--- src/rtl/fifo_stream_pkg.sv ---
// Shared types and default sizes for the FIFO read-side streamer.
package fifo_stream_pkg;

  // Occupancy of the 2-entry skid buffer
  typedef enum logic [1:0] {
    EMPTY = 2'd0,
    HALF  = 2'd1,
    FULL  = 2'd2
  } buf_state_t;

  localparam int DEF_D_SIZE  = 16;
  localparam int DEF_PKT_LEN = 4;
  localparam int DEF_CNT_W   = 16;

endpackage

--- src/rtl/fifo_skid_buf.sv ---
// Two-entry FIFO-order buffer between the FIFO pop side and the stream output.
// The head entry is held in its own register so it can drive o_data directly.
module fifo_skid_buf
  import fifo_stream_pkg::*;
#(
  parameter int D_SIZE = DEF_D_SIZE
) (
  input  logic              clk,
  input  logic              rst,
  input  logic              push,
  input  logic [D_SIZE-1:0] push_data,
  input  logic              pop,
  output logic [D_SIZE-1:0] head,
  output buf_state_t        state
);

  buf_state_t        state_q, state_d;
  logic [D_SIZE-1:0] head_q, head_d;
  logic [D_SIZE-1:0] tail_q, tail_d;

  // Register occupancy and both entries; reset clears everything at once
  always_ff @(posedge clk or posedge rst) begin
    if (rst) begin
      state_q <= EMPTY;
      head_q  <= '0;
      tail_q  <= '0;
    end else begin
      state_q <= state_d;
      head_q  <= head_d;
      tail_q  <= tail_d;
    end
  end

  // Next occupancy and entry contents; a push+pop in HALF replaces the head
  always_comb begin
    state_d = state_q;
    head_d  = head_q;
    tail_d  = tail_q;
    case (state_q)
      EMPTY: begin
        if (push) begin
          head_d  = push_data;
          state_d = HALF;
        end
      end
      HALF: begin
        if (push && pop) begin
          head_d = push_data;
        end else if (push) begin
          tail_d  = push_data;
          state_d = FULL;
        end else if (pop) begin
          state_d = EMPTY;
        end
      end
      FULL: begin
        if (pop) begin
          head_d  = tail_q;
          state_d = HALF;
        end
      end
      default: state_d = EMPTY;
    endcase
  end

  assign head  = head_q;
  assign state = state_q;

endmodule

--- src/rtl/fifo_rd_streamer.sv ---
// Pops a first-word-fall-through FIFO into a valid/ready stream and frames
// the words into packets of PKT_LEN beats, counting completed packets.
module fifo_rd_streamer
  import fifo_stream_pkg::*;
#(
  parameter int D_SIZE  = DEF_D_SIZE,
  parameter int PKT_LEN = DEF_PKT_LEN,
  parameter int CNT_W   = DEF_CNT_W
) (
  input  logic              r_clk,
  input  logic              i_r_rst,
  input  logic              i_empty,
  input  logic [D_SIZE-1:0] i_r_data,
  output logic              o_r_inc,
  output logic              o_valid,
  input  logic              i_ready,
  output logic [D_SIZE-1:0] o_data,
  output logic              o_last,
  output logic [CNT_W-1:0]  o_pkt_cnt,
  output logic              o_busy
);

  localparam int BEAT_W = $clog2(PKT_LEN);
  localparam logic [BEAT_W-1:0] LAST_BEAT = BEAT_W'(PKT_LEN - 1);

  buf_state_t        buf_state;
  logic              transfer;
  logic [BEAT_W-1:0] beat_cnt;

  // Pop only when there is room; the decision never looks at i_ready
  assign o_r_inc  = !i_empty && (buf_state != FULL) && !i_r_rst;
  assign o_valid  = (buf_state != EMPTY);
  assign transfer = o_valid && i_ready;
  assign o_last   = o_valid && (beat_cnt == LAST_BEAT);
  assign o_busy   = (buf_state != EMPTY) || (beat_cnt != '0);

  fifo_skid_buf #(
    .D_SIZE(D_SIZE)
  ) u_buf (
    .clk      (r_clk),
    .rst      (i_r_rst),
    .push     (o_r_inc),
    .push_data(i_r_data),
    .pop      (transfer),
    .head     (o_data),
    .state    (buf_state)
  );

  // Beat position within the current packet; holds across FIFO underflow
  always_ff @(posedge r_clk or posedge i_r_rst) begin
    if (i_r_rst) begin
      beat_cnt <= '0;
    end else if (transfer) begin
      if (beat_cnt == LAST_BEAT) beat_cnt <= '0;
      else                       beat_cnt <= beat_cnt + BEAT_W'(1);
    end
  end

  // Completed packet count, wrapping at the counter width
  always_ff @(posedge r_clk or posedge i_r_rst) begin
    if (i_r_rst) begin
      o_pkt_cnt <= '0;
    end else if (transfer && o_last) begin
      o_pkt_cnt <= o_pkt_cnt + CNT_W'(1);
    end
  end

endmodule

--- config.mk ---
export PLATFORM = sky130hd
export DESIGN_NAME = fifo_rd_streamer
export DESIGN_NICKNAME = d
export VERILOG_FILES = /design/src/rtl/fifo_stream_pkg.sv /design/src/rtl/fifo_skid_buf.sv /design/src/rtl/fifo_rd_streamer.sv
export SDC_FILE = /design/constraint.sdc
export NUM_CORES = 1
export LEC_CHECK = 0
export BUFFER_PORTS_ARGS = -buffer_cell sky130_fd_sc_hd__buf_4
export CAP_MARGIN = 20
export CORE_UTILIZATION = 55
export CTS_CLUSTER_SIZE = 25
export DETAILED_ROUTE_END_ITERATION = 6
export HOLD_SLACK_MARGIN = 0.08
export PLACE_DENSITY = 0.81
export SYNTH_ARGS = -nofsm -noshare
export SYNTH_HDL_FRONTEND = slang
export SYNTH_SLANG_ARGS = --single-unit
--- constraint.sdc ---
create_clock -name r_clk -period 2.4 [get_ports r_clk]
set_input_delay 0.24 -clock r_clk [delete_from_list [all_inputs] [get_ports r_clk]]
set_output_delay 0.24 -clock r_clk [all_outputs]
set_load 0.02 [all_outputs]
==> flow_metrics.tcl <==
set metrics [dict create \
    status "completed" \
    skew_ns 0.00374 \
    postLayoutCellArea_um2 3000 \
    utilization_pct 73.3 \
    synthSimpleGateAreaFrac_pct 11.6 \
    regToRegEndpoint "u_buf.head[15]" \
    firstDrtPassIters 4 \
    syn-num-nets 211 \
    leakagePower_nw 1.51 \
    arrival_ns 1.57 \
    synthAdderAreaFrac_pct 1.56 \
    synth_edf_count 0 \
    syn_inst 188 \
    antenna_found_initial 0 \
    hold_buffers 1 \
    synthesis.area_um2 2400 \
    fillCellCount 301 \
    core_area_um2 4090 \
    cts_buffers 5 \
    ir_drop_v 0.000606 \
    synth_top_area_cell "dfrtp_1" \
    cts_root_buf "clkbuf_8" \
    die_h_um 68.1 \
    drive_gt1_share_pct 43.0 \
    synth_mux_area_share_pct 15.5 \
    critPathMostFrequentCell "buf_4" \
    drtAntennaViolNets 0 \
    die_w_um 68.1 \
    worst_r2r_path_depth 4 \
    power_density_nw_per_um2 870 \
    place_area_um2 2860 \
    die-area_um2 4640 \
    gp_congestion 0.801 \
    wl_per_cell_um 13.2 \
    drt_iter0_drc 39 \
    port-buffer-count 55 \
    cts_sinks 52 \
    max-clock-path-buffers 2 \
    track_usage_pct 18.8 \
    worstHoldStart "i_r_data[6]" \
    wl_met1_um 1730 \
    dp_hpwl_um 2950 \
    ys_seq_elements 52 \
    overflow 0 \
    setup_tns_ns 0 \
    syn_to_final_growth_pct 24.7 \
    crit_fanout 9 \
    maxCapViolations 0 \
    clk_pin_slew_ns 0.09 \
    fin_crit_ns 1.81 \
    max_freq_mhz 553 \
    rows 23 \
    tightest_slew_ns 0.438 \
    yosysTopAreaCellShare_pct 54.1 \
    r2r-start "u_buf.state[1]" \
    synth_xor_area_share_pct 5.47 \
    reg2reg_slack_ns 0.80 \
    drv_slew 0 \
    slowest_delay_ns 0.60 \
    routed.top_layer "met4" \
    setup_viol_count_final 0 \
    async_flop_share_pct 100 \
    synthTopCellsByArea "dfrtp_1 (54%), mux2_2 (8.4%), mux2i_1 (7.1%), a21oi_2 (5.1%), xnor2_1 (4.0%)" \
    synth-compound-area-share_pct 8.54 \
    hold_end "u_buf.tail_q[6]" \
    grt_pass1_wl_um 6330 \
    hold_class "in -> reg" \
    synth_common_cells "dfrtp_1 (52), nor2_1 (20), mux2_2 (18)" \
    dr_wl_met3_um 191 \
    post-cts-setup-buffers 0 \
    crit_type "reg -> out" \
    syn_area_per_cell_um2 12.8 \
    hold_violations 0 \
    critical-path-slowest-cell "dfrtp_1" \
    synth_seq_area_share_pct 54.1 \
    cts_resized 0 \
    dr_total_vias 1533 \
    period_share_pct 75.3 \
    yosysWarnings 0 \
    slew_headroom_pct 70.8 \
    yosysMostFrequentCell "dfrtp_1" \
    wirelength_um 3960 \
    hold_depth 2 \
    ys_types 29 \
    htreeDepth 2 \
    worst_setup_path_start_kind "flip-flop" \
    worstSetupEndpointType "primary output" \
    cts_tree "yes" \
    start_util_pct 58.8 \
    cp.required_ns 2.16 \
    rsz0062_at_grt "false" \
    grt_max_degree 34 \
    drc 0 \
    ys.flop_type "dfrtp_1" \
    wl_met2_um 2000 \
    nets 271 \
    routed_via_density 5.13 \
    cp_cell_sequence "nand2b_1 -> buf_4 -> and2_1 -> buf_4" \
    ioPinCount 56 \
    first_global_vias 1470 \
    antennaDiodeCount 0 \
    clock_latency_ns 0.30 \
    synth_top_family_by_area "multiplexers" \
]
## metrics by stage
stage / hold WS, ns / cells / setup WS [ns] / power (mW)
5_1_grt: 0.161 / 299 / 0.518 / 2.76
3_3_place_gp: 0.318 / 290 / 0.862 / 1.96
2_1_floorplan: 0.303 / 188 / 0.888 / 1.71
4_1_cts: 0.161 / 299 / 0.577 / 2.64
6_report: 0.177 / 299 / 0.593 / 2.61
3_5_place_dp: 0.320 / 290 / 0.811 / 1.99
## state kept, by name, summed over array words and instances, names as in the netlist
signal        flops
beat_cnt          2
o_pkt_cnt        16
u_buf.head       16
u_buf.state       2
u_buf.tail_q     16
## worst max path at each step
stage	to	slack [ns]	depth (start not counted)	from
finish	o_r_inc	0.59	4	u_buf.state[1]
global route	o_r_inc	0.52	4	u_buf.state[1]
CTS	o_r_inc	0.58	4	u_buf.state[1]
detailed placement	u_buf.head[15]	0.81	4	u_buf.state[1]
global placement	u_buf.head[13]	0.86	4	u_buf.state[1]
floorplan	o_pkt_cnt[2]	0.89	6	u_buf.state[1]
## power breakdown
part           switching, mW  leakage, nW  internal (mW)
logic                  0.370        0.807          0.368
clock network          0.273       0.0645          0.368
registers              0.137        0.640           1.09
total                  0.779         1.51           1.83
## layout make-up
| type | instances | area (um^2) | area share, % |
|---|---|---|---|
| clock buffers | 7 | 96.3 | 3.22 |
| clock inverters | 1 | 30.0 | 1.00 |
| inverters | 4 | 15.0 | 0.501 |
| multi-input cells | 125 | 1030 | 34.2 |
| flip-flops and latches | 52 | 1300 | 43.4 |
| well taps | 50 | 62.6 | 2.09 |
| repair buffers | 60 | 465 | 15.5 |
## metal layers
metal / track usage, % / vias up
li1: - / 765
met1: 22.0 / 732
met2: 32.5 / 32
met3: 5.83 / 4
met4: 6.25 / 0
met5: 0 / -
## cell usage in the layout (no fill, tap or decap), types with 2 or more instances in the layout
cell / n
buf_4: 58
dfrtp_1: 52
nor2_1: 20
mux2_2: 18
mux2i_1: 17
a21oi_2: 14
xnor2_1: 11
nand3_1: 7
nand2_1: 7
clkbuf_8: 7
a21oi_1: 4
xor2_1: 4
nor3_4: 3
nand4_1: 3
inv_1: 3
ha_1: 3
and4_1: 2
and2_1: 2
## critical path, delay by kind of cell (launching register included)
family | cells | cell delay [ns]
buffers and inverters | 2 | 0.36
DFF | 1 | 0.60
and+or+nand+nor | 2 | 0.31
## kinds of logic (layout without fill, tap and decap cells)
family                   Yosys count  in the layout
multiplexers                      35             35
AO/OA/AOI/OAI                     22             22
buffers and inverters             11             72
AND/OR/NAND/NOR                   50             50
adder cells (fa/ha/maj)            3              3
flip-flops                        52             52
XOR/XNOR                          15             15
No activity file was read; power rests on OpenSTA's default activity.
